File: config.mk
export PLATFORM = sky130hd
export DESIGN_NAME = pipe_skid_reg
export DESIGN_NICKNAME = d
export VERILOG_FILES = /design/src/rtl/pipe_skid_reg.sv
export SDC_FILE = /design/constraint.sdc
export NUM_CORES = 1
export LEC_CHECK = 0
export CAP_MARGIN = 20
export CORE_MARGIN = 10
export CORE_UTILIZATION = 28
export CTS_BUF_LIST = sky130_fd_sc_hd__clkbuf_8
export DETAILED_ROUTE_END_ITERATION = 8
export DONT_BUFFER_PORTS = 1
export GPL_ROUTABILITY_DRIVEN = 0
export HOLD_SLACK_MARGIN = 0.08
export PLACE_DENSITY = 0.38
export SLEW_MARGIN = 10
export SYNTH_ARGS = -nofsm -noshare
export SYNTH_HDL_FRONTEND = slang
export SYNTH_SLANG_ARGS = --single-unit
File: constraint.sdc
create_clock -name clk -period 4.9 [get_ports clk]
set_clock_uncertainty 0.15 [all_clocks]
set_input_delay 1.47 -clock clk [delete_from_list [all_inputs] [get_ports clk]]
set_output_delay 1.47 -clock clk [all_outputs]
set_load 0.02 [all_outputs]
File: src/rtl/pipe_skid_reg.sv
// Pipeline stage register with valid/ready handshake, a 2-entry skid buffer and synchronous flush.
// Control fields are zeroed whenever no valid beat is presented, so bubbles never write downstream.
module pipe_skid_reg #(
    parameter int DATA_W = 40,
    parameter int CTRL_W = 3
) (
    input  logic              clk,
    input  logic              rst,
    input  logic              in_valid,
    output logic              in_ready,
    input  logic [DATA_W-1:0] in_data,
    input  logic [CTRL_W-1:0] in_ctrl,
    input  logic              flush,
    output logic              out_valid,
    input  logic              out_ready,
    output logic [DATA_W-1:0] out_data,
    output logic [CTRL_W-1:0] out_ctrl,
    output logic [1:0]        occupancy
);

    // State encoding equals the number of held beats, so occupancy is the state register itself.
    typedef enum logic [1:0] {
        ST_EMPTY = 2'd0,
        ST_ONE   = 2'd1,
        ST_FULL  = 2'd2
    } state_t;

    state_t            r_state;
    logic [DATA_W-1:0] r_main_data;
    logic [CTRL_W-1:0] r_main_ctrl;
    logic [DATA_W-1:0] r_skid_data;
    logic [CTRL_W-1:0] r_skid_ctrl;

    logic w_push;
    logic w_pop;

    assign w_push = in_valid && (r_state != ST_FULL);
    assign w_pop  = (r_state != ST_EMPTY) && out_ready;

    // NOTE: all state uses non-blocking assignments so every register samples pre-edge values;
    // the payload registers are few and explicitly cleared on reset so nothing leaves reset as X.
    always_ff @(posedge clk or negedge rst) begin
        if (!rst) begin
            r_state     <= ST_EMPTY;
            r_main_data <= '0;
            r_main_ctrl <= '0;
            r_skid_data <= '0;
            r_skid_ctrl <= '0;
        end else if (flush) begin
            // Kill held beats and any beat offered this cycle; payload left as don't-care.
            r_state     <= ST_EMPTY;
            r_main_ctrl <= '0;
            r_skid_ctrl <= '0;
        end else begin
            case (r_state)
                ST_EMPTY: begin
                    if (w_push) begin
                        r_main_data <= in_data;
                        r_main_ctrl <= in_ctrl;
                        r_state     <= ST_ONE;
                    end
                end
                ST_ONE: begin
                    if (w_push && w_pop) begin
                        r_main_data <= in_data;
                        r_main_ctrl <= in_ctrl;
                    end else if (w_push) begin
                        r_skid_data <= in_data;
                        r_skid_ctrl <= in_ctrl;
                        r_state     <= ST_FULL;
                    end else if (w_pop) begin
                        r_main_ctrl <= '0;
                        r_state     <= ST_EMPTY;
                    end
                end
                ST_FULL: begin
                    if (w_pop) begin
                        r_main_data <= r_skid_data;
                        r_main_ctrl <= r_skid_ctrl;
                        r_skid_ctrl <= '0;
                        r_state     <= ST_ONE;
                    end
                end
                default: begin
                    r_state     <= ST_EMPTY;
                    r_main_ctrl <= '0;
                    r_skid_ctrl <= '0;
                end
            endcase
        end
    end

    assign out_valid = (r_state != ST_EMPTY);
    assign in_ready  = (r_state != ST_FULL);
    assign occupancy = r_state;
    assign out_data  = r_main_data;
    assign out_ctrl  = r_main_ctrl;

endmodule

Word level (Yosys, flattened, before mapping):

Cells that the tools add are included.

* input bits: 48
* register bits after elaboration: 88

* bitwise operators: 2
* multiplexer cells: 21
* eq/ne operators: 14
* reduce and logical (&&, ||, !) cells: 11

Operator list (count)
* $mux W40: 3
* $pmux W40 S3: 1
* $mux W3: 8
* $pmux W3 S3: 2
* $reduce_and A4 Y1: 4
* $mux W2: 6
* $ne A3 B3 Y1 const B: 4
* $ne A4 B4 Y1 const B: 3
* $ne A2 B2 Y1 const B: 5
* $pmux W2 S3: 1
* $reduce_and A5 Y1: 1
* $logic_and A1 B1 Y1: 3
* $reduce_bool A3 Y1: 1
* $eq A2 B1 Y1 const B: 1
* $eq A2 B2 Y1 const B: 1
* $logic_not A2 Y1: 1
* $not A1 Y1: 2
* $reduce_bool A2 Y1: 1

Depth between registers and ports, before layout:

Gate-level depths: netlist of the first run.

* word-level depth: 7
* gate-level depth with buffers: 7

Worst setup path before layout of the first run:

No wires, ideal clock.

* kind: input to register
* from: input in_valid
* to: register r_main_data[11] (netlist: out_data[11])
* setup time: 0.125 ns
* data arrival time: 2.663 ns
* path buffers: 2
* cell stages on the path: 6
* data required time: 4.625 ns
* path slack: 1.962 ns
* path through: clkbuf_1 nand2b_1 a21bo_2 a21oi_4 buf_6 mux2_2

* longest elaborated chain between the ends: 4
* elaborated cells between the ends (all ways): 5

RTL lines
* start, declared: line 9 `input logic in_valid,`
* $logic_and A1 B1 Y1 *: line 37 `assign w_push = in_valid && (r_state != ST_FULL);`
* $logic_and A1 B1 Y1: line 64 `if (w_push && w_pop) begin`
* $ne A2 B2 Y1 (no source line)
* $reduce_and A5 Y1 (no source line) *
* end signal, assigned: line 58 `r_main_data <= in_data;`
* end signal, assigned: line 65 `r_main_data <= in_data;`
* end signal, assigned: line 78 `r_main_data <= r_skid_data;`
* end, declared: line 29 `logic [DATA_W-1:0] r_main_data;`

Mark *: on every way between the ends. The rest lies on a longest branch, timed or not.
A chain may end at the register's enable or synchronous reset.

Final worst setup path of the first run:

* from: register r_state[0] (netlist: occupancy[0])
* to: output in_ready

* longest elaborated chain between the ends: 1

RTL lines
* start, declared: line 28 `state_t r_state;`
* start signal, assigned: line 44 `r_state <= ST_EMPTY;`
* start signal, assigned: line 51 `r_state <= ST_EMPTY;`
* start signal, assigned: line 60 `r_state <= ST_ONE;`
* $ne A2 B2 Y1: line 94 `assign in_ready = (r_state != ST_FULL);`
* end, declared: line 10 `output logic in_ready,`

Every way passes these cells.

==> metrics.yaml, run 1 <==
synthesis:
  yosys_register_bits: 88
  synth_edf_count: 0
  synth_area_per_cell_um2: 14.8
  synth_top_cell_area_share_pct: 56.2
  synthFlopType: "dfrtp_1"
  synth.distinct_cells: 24
  yosysWarnings: 0
  yosysMostFrequentCell: "mux2_2"
  synth_top_cell_by_area: "dfrtp_1"
  synth.area.top_cells: "dfrtp_1 56%, mux2_2 34%, mux2_1 1.4%, buf_2 1.3%, buf_6 1.1%"
  synth_cells: 265
  async_reset_ff_share_pct: 100
  syn_area_um2: 3920
  ys_seq_area_share_pct: 56.2
  synth_common_cells: "118 x mux2_2, 88 x dfrtp_1, 10 x buf_2, 8 x nor2_1"
  syn_nets: 313
die:
  die_h_um: 138
  dieArea_um2: 19100
  initial_utilization_pct: 28.4
  core_area_um2: 13800
  die_w_um: 138
  ios: 95
  rows: 43
global_route:
  antenna_found_initial: 0
  overflow: 0
  grt_pass1_wl_um: 14100
  grt_pass1_vias: 2276
  grt_max_degree: 89
  grt_use_total_pct: 9.60
finish:
  area_growth_pct: 8.77
  nFillCells: 1376
  insertedDiodeCount: 0
  fin_cells: 448
  drive_gt1_share_pct: 51.9
  utilization_pct: 30.8
  final_nets: 312
clocking:
  cts_tree: "built"
  clock_latency_ns: 0.37
  post-cts-setup-buffers: 0
  cts_max_level: 3
  cts_root_buf: "clkbuf_8"
  cts-resized-gates: 0
  clock-sinks: 88
  numCtsBuffers: 9
  clockBufferDepth: 2
  hold_buffers: 0
  cts.clk_slew.worst_paths_ns: 0.09
worst_hold_path:
  hold_end: "r_skid_data[38]"
  hold_path_depth: 1
  hold_path.class: "reg2reg"
  hold_path_startpoint: "r_skid_data[38]"
setup_path:
  crit_family: "flip-flops"
  critPathMaxStageDelay_ns: 0.73
  worst-setup-path-type: "reg2out"
  r2r_end: "out_data[32]"
  worst_ep_arrival_time_ns: 1.61
  startpoint_type: "flop"
  cp_slowest_cell: "dfrtp_1"
  path_max_fanout: 13
  reg2reg_slack_ns: 1.98
  crit_path_end_kind: "output pin"
  rr_worst_depth: 6
  r2r_start: "occupancy[0]"
  path_cells: "nand2b_2"
  required_ns: 3.28
  crit_buf_inv: 0
drt:
  drc: 0
  drt_iter0_markers: 58
  postRouteAntennaNets: 0
  routed_via_density: 4.65
  vias: 2084
  post_drt_wl_per_cell_um: 19.9
  first_pass_iters: 4
  drt_wl_total_um: 8940
sta:
  layout_setup_ws_ns: 1.67
  worst_pin_slew_ns: 0.593
  rsz0062_at_grt: "no"
  period_share_pct: 66.0
  setup_tns_ns: 0
  hold_viol: 0
  fmax_mhz: 309
  holdWs_ns: 0.358
  max-slew-margin-rel_pct: 60.5
  slew_violations: 0
  fin_crit_ns: 3.23
  setup_violations: 0
power:
  p_leak_nw: 1.82
  p_per_area_nw_per_um2: 425
  vdd_drop_max_uv: 124
outcome:
  status: "finished, final reports clean"
placed_design:
  dp_slack_ns: 1.82
  placedCellCount: 433
  numPortBuffers: 0
  dp_hpwl_um: 5900
run:
  cap_viol_max_count: 0
## sequential cells by signal, indices dropped and copies added (netlist names)
signal / flops
r_skid_data: 40
occupancy: 2
out_ctrl: 3
r_skid_ctrl: 3
out_data: 40
## cells in the final DEF (no fill, tap or decap)
cell type   Yosys  final
nand3_2         0      1
a21oi_1         5      5
nor2b_1         3      3
mux2_1          5      5
nor3b_1         1      1
a22oi_1         3      3
clkinvlp_4      0      1
inv_1           1      3
o22a_1          1      1
o21bai_1        1      1
dfrtp_1        88     88
a21bo_2         1      1
and3_1          3      3
nand2b_2        0      1
nand2b_1        2      1
bufinv_16       0      1
nand2_1         3      3
nor4_1          1      1
clkbuf_8        0     10
a21oi_4         1      1
xor2_1          1      1
buf_4           1      4
a21boi_0        2      2
nor2_1          8      8
mux2_2        118    118
clkinv_2        0      1
## logic make-up (layout without fill, tap and decap cells)
group	after synthesis	in the layout	synth area share [%]
muxes	123	123	35.3
DFF	88	88	56.2
and+or+nand+nor	22	22	2.81
buffers and inverters	17	20	2.81
AOI/OAI and AO/OA	14	14	2.68
xor gates and xnor gates	1	1	0.223
## worst max path at each step
stage / endpoint / depth (start not counted) / startpoint / slack [ns]
finish: in_ready / 1 / occupancy[0] / 1.67
global route: in_ready / 1 / occupancy[0] / 1.52
CTS: in_ready / 1 / occupancy[0] / 1.58
detailed placement: r_skid_data[9] / 4 / flush / 1.82
global placement: r_skid_data[9] / 4 / flush / 1.85
floorplan: out_data[11] / 6 / in_valid / 1.96
## through the flow
| stage | total power, mW | instance area, µm² |
|---|---|---|
| 6_report | 1.81 | 4270 |
| 5_1_grt | 1.93 | 4270 |
| 4_1_cts | 1.86 | 4270 |
| 3_5_place_dp | 1.34 | 4080 |
| 3_3_place_gp | 1.33 | 4080 |
| 2_1_floorplan | 1.27 | 3920 |
## routing by layer
| metal | GRT usage [%] | share of wire [%] |
|---|---|---|
| met5 | 0 | 0 |
| met4 | 5.16 | 2.0 |
| met3 | 5.48 | 11 |
| met2 | 14.5 | 47 |
| met1 | 10.4 | 40 |
## area by class of cell
class                           count  area (µm²)  area share [%]
Multi-Input combinational cell    160        1620            37.9
Timing Repair Buffer                4        30.0           0.704
Tap cell                          180         225            5.28
Clock inverter                      5        50.0            1.17
Sequential cell                    88        2200            51.6
Clock buffer                       10         138            3.23
Inverter                            1        3.75          0.0880
## where the power goes
| group | switching, mW | leakage (nW) | internal [mW] |
|---|---|---|---|
| clock | 0.260 | 0.101 | 0.243 |
| combinational | 0.0694 | 0.649 | 0.155 |
| sequential | 0.192 | 1.07 | 0.893 |
Power figures use the tool's default switching activity.
==> inputs of run 2 (changes only) <==
==> constraint.sdc (replaced) <==
create_clock -name clk -period 3.05 [get_ports clk]
set_clock_uncertainty 0.15 [all_clocks]
set_input_delay 0.915 -clock clk [delete_from_list [all_inputs] [get_ports clk]]
set_output_delay 0.915 -clock clk [all_outputs]
set_load 0.02 [all_outputs]
==> metrics.yaml, run 2 (synthesis gave the netlist of run 1 again) <==
outcome:
  status: "finished, final reports clean"
setup_path:
  reg2reg_slack_ns: 0.83
  crit_path_end_kind: "output pin"
  r2r_end: "out_data[35]"
  startpoint_type: "flop"
  rr_worst_depth: 5
  path_max_fanout: 43
  worst-setup-path-type: "reg2out"
  r2r_start: "occupancy[1]"
  worst_ep_arrival_time_ns: 1.44
  required_ns: 1.98
die:
  initial_utilization_pct: 28.4
  dieArea_um2: 19100
  die_w_um: 138
  die_h_um: 138
  rows: 43
  ios: 95
  core_area_um2: 13800
power:
  comb_power_share_pct: 12.0
  vdd_drop_max_uv: 200
  p_sw_mw: 0.837
  switching_share_pct: 27.5
  finalPower_mw: 3.05
  p_clk_share_pct: 30.8
  p_seq_share_pct: 57.2
  p_leak_nw: 1.86
  p_per_area_nw_per_um2: 702
  internal_power_mw: 2.21
finish:
  final_nets: 314
  stdcell_area_um2: 4340
  utilization_pct: 31.4
  final_cell_mix: "118 x mux2_2, 88 x dfrtp_1, 12 x clkbuf_8"
  drive_gt1_share_pct: 52.4
  area_growth_pct: 10.6
  insertedDiodeCount: 0
  layout_commonest_cell: "mux2_2"
  nFillCells: 1372
sta:
  fin_crit_ns: 2.51
  rsz0062_at_grt: "no"
  fmax_mhz: 399
  worst_pin_slew_ns: 0.492
  max-slew-margin-rel_pct: 67.2
  slew_violations: 0
  hold_viol: 0
  setup_tns_ns: 0
  holdWs_ns: 0.0848
  period_share_pct: 82.2
  setup_violations: 0
run:
  cap_viol_max_count: 0
global_route:
  antenna_found_initial: 0
  grt_use_total_pct: 9.50
  grt_max_degree: 89
  grt_pass1_wl_um: 14100
  grt_pass1_vias: 2245
  overflow: 0
clocking:
  clock-sinks: 88
  clock_latency_ns: 0.36
  post-cts-setup-buffers: 0
  cts_tree: "built"
  clockBufferDepth: 2
  numCtsBuffers: 9
  cts_root_buf: "clkbuf_8"
  cts-resized-gates: 0
  cts_max_level: 3
  cts.clk_slew.worst_paths_ns: 0.08
drt:
  vias: 2086
  first_pass_iters: 4
  drt_iter0_markers: 102
  routed_via_density: 4.63
  drt_wl_total_um: 8860
  postRouteAntennaNets: 0
  post_drt_wl_per_cell_um: 19.6
  drc: 0
placed_design:
  dp_hpwl_um: 5780
  placed_area_um2: 4110
  numPortBuffers: 0
worst_hold_path:
  hold_path.class: "in2async"
[run 2: power by group through the flow]
stage | sequential (mW) | clock (mW) | combinational, mW
finish | 1.74 | 0.938 | 0.366
CTS | 1.76 | 0.993 | 0.376
floorplan | 1.71 | 0 | 0.338
global route | 1.79 | 1.04 | 0.408
global placement | 1.77 | 0 | 0.362
detailed placement | 1.78 | 0 | 0.376
[run 2: per-layer routing]
metal | wire, µm | track usage, % | part of all wire [%]
met5 | 0 | 0 | 0
met3 | 858 | 5.07 | 9.7
met2 | 4100 | 14.1 | 46
met1 | 3700 | 10.8 | 42
met4 | 197 | 4.99 | 2.2
[run 2: area by class of cell]
type	count	area (µm²)	share of cell area, %
clock buffer	12	165	3.81
clock inverter	4	67.6	1.56
inverter	1	3.75	0.0865
multi-input combinational	160	1620	37.3
sequential	88	2200	50.8
tap	180	225	5.19
timing repair buffer	6	57.6	1.33
[run 2: worst max path at each step]
stage	from	endpoint	cells after the start
after floorplan	in_valid	out_data[11]	6
after global placement	in_valid	out_data[30]	5
after detailed placement	in_valid	out_data[38]	5
after CTS	occupancy[1]	in_ready	2
after global routing	occupancy[1]	in_ready	2
final	occupancy[1]	in_ready	2
[run 2: critical path, stage by stage, from the launching register on]
cell,delay [ns]
dfrtp_1,0.57
nand2b_2,0.20
buf_12,0.29
[run 2: through the flow]
| stage | cells | setup WS [ns] |
|---|---|---|
| CTS | 451 | 0.479 |
| global placement | 435 | 0.663 |
| floorplan | 265 | 0.667 |
| detailed placement | 435 | 0.645 |
| finish | 451 | 0.543 |
| global route | 451 | 0.438 |
==> inputs of run 3 (changes only) <==
--- a/config.mk
+++ b/config.mk
@@ -13,7 +13,7 @@
 export DONT_BUFFER_PORTS = 1
 export GPL_ROUTABILITY_DRIVEN = 0
 export HOLD_SLACK_MARGIN = 0.08
-export PLACE_DENSITY = 0.38
+export PLACE_DENSITY = 0.4
 export SLEW_MARGIN = 10
 export SYNTH_ARGS = -nofsm -noshare
 export SYNTH_HDL_FRONTEND = slang
==> constraint.sdc (replaced) <==
create_clock -name clk -period 2.1 [get_ports clk]
set_clock_uncertainty 0.15 [all_clocks]
set_input_delay 0.63 -clock clk [delete_from_list [all_inputs] [get_ports clk]]
set_output_delay 0.63 -clock clk [all_outputs]
set_load 0.02 [all_outputs]
==> metrics.yaml, run 3 (synthesis gave the netlist of run 1 again) <==
drt:
  routed_via_density: 4.67
  drt_iter0_markers: 59
  postRouteAntennaNets: 0
  first_pass_iters: 4
  drc: 0
  post_drt_wl_per_cell_um: 19.3
  drt_wl_total_um: 8760
  vias: 2116
placed_design:
  placed_area_um2: 4140
  dp_hpwl_um: 5910
  numPortBuffers: 0
  placedCellCount: 438
die:
  die_w_um: 138
  core_area_um2: 13800
  rows: 43
  die_h_um: 138
  initial_utilization_pct: 28.4
  dieArea_um2: 19100
  ios: 95
outcome:
  violations: "hold timing"
  status: "complete, but fails checks"
power:
  vdd_drop_max_uv: 316
  p_leak_nw: 1.84
  finalPower_mw: 4.08
  p_per_area_nw_per_um2: 950
finish:
  final_cell_mix: "118 x mux2_2, 88 x dfrtp_1, 9 x clkbuf_8"
  drive_gt1_share_pct: 52.7
  fin_cells: 453
  layout_commonest_cell: "mux2_2"
  stdcell_area_um2: 4300
  multi_input_area_um2: 1620
  insertedDiodeCount: 0
  area_growth_pct: 9.60
  regArea_um2: 2200
  final_nets: 317
  nFillCells: 1368
sta:
  setup_violations: 0
  rsz0062_at_grt: "no"
  hold_viol: 88
  holdWs_ns: -0.195
  max-slew-margin-rel_pct: 71.7
  fin_crit_ns: 1.97
  fmax_mhz: 507
  worst_pin_slew_ns: 0.425
  setup_tns_ns: 0
  slew_violations: 0
  period_share_pct: 94.0
clocking:
  cts.clk_slew.worst_paths_ns: 0.08
  post-cts-setup-buffers: 0
  cts_root_buf: "clkbuf_8"
  numCtsBuffers: 9
  cts_max_level: 3
  clock_latency_ns: 0.37
  clockBufferDepth: 2
  cts_tree: "built"
  clock-sinks: 88
setup_path:
  r2r_start: "occupancy[0]"
  worst-setup-path-type: "reg2out"
  crit_path_end_kind: "output pin"
  path_max_fanout: 18
  required_ns: 1.32
  worst_ep_arrival_time_ns: 1.19
  startpoint: "occupancy[0]"
  startpoint_type: "flop"
run:
  cap_viol_max_count: 0
global_route:
  grt_max_degree: 89
  grt_pass1_wl_um: 13900
  grt_use_total_pct: 9.32
  overflow: 0
  antenna_found_initial: 0
  grt_pass1_vias: 2233
worst_hold_path:
  hold_path.class: "in2async"
## run 3: changes by cell type in the layout (fill, tap and decap cells not counted)
cell,change
bufinv_16,-2
buf_4,+1
clkbuf_8,-3
buf_6,+1
clkinvlp_4,+1
buf_12,+1
clkinv_2,+3
## run 3: area by class of cell
type,instances,share of cell area [%]
Sequential cell,88,51.2
Timing Repair Buffer,9,2.24
Multi-Input combinational cell,160,37.6
Clock buffer,9,2.88
Inverter,1,0.0873
Tap cell,180,5.24
Clock inverter,6,0.699
## run 3: worst paths after layout
| kind | endpoint | slack, ns | cells past startpoint |
|---|---|---|---|
| min in group clk | occupancy[0] | 0.18 | 1 |
| min reg2reg | r_skid_data[16] | 0.36 | 1 |
| max in group asynchronous | out_data[19] | 1.81 | 0 |
| min | r_skid_data[4] | -0.20 | 0 |
| max reg2reg | out_data[37] | 0.22 | 5 |
| max | in_ready | 0.13 | 2 |
## run 3: per-layer routing
layer | share of wire, % | vias to the layer above | global-route usage [%] | wire [µm]
met5 | 0 | - | 0 | 0
met4 | 2.1 | 0 | 5.33 | 184
met3 | 8.8 | 10 | 4.35 | 771
met2 | 51 | 54 | 15.3 | 4450
met1 | 38 | 1102 | 9.63 | 3350
li1 | - | 950 | - | -
## run 3: critical path, cell delays in order (launching register included)
cell	delay, ns
dfrtp_1	0.40
nand2b_2	0.23
buf_6	0.20
## run 3: power by group
group	switching, mW	leakage [nW]	internal (mW)
combinational	0.174	0.684	0.371
sequential	0.439	1.07	2.08
clock	0.604	0.0872	0.409
## run 3: stage by stage
stage	util, %	worst slack (ns)	hold slack (ns)
after floorplan	-	0.00217	0.184
after global placement	29.9	0.154	0.188
after detailed placement	29.9	0.128	0.188
after CTS	31.1	0.0197	-0.239
after global routing	31.1	0.0431	-0.236
final	31.1	0.126	-0.195
## run 3: repair_timing
item                                    CTS  global route
endpoints found under the setup margin    0             1
hold endpoints to repair                 88            88
gates resized for setup                   0             1
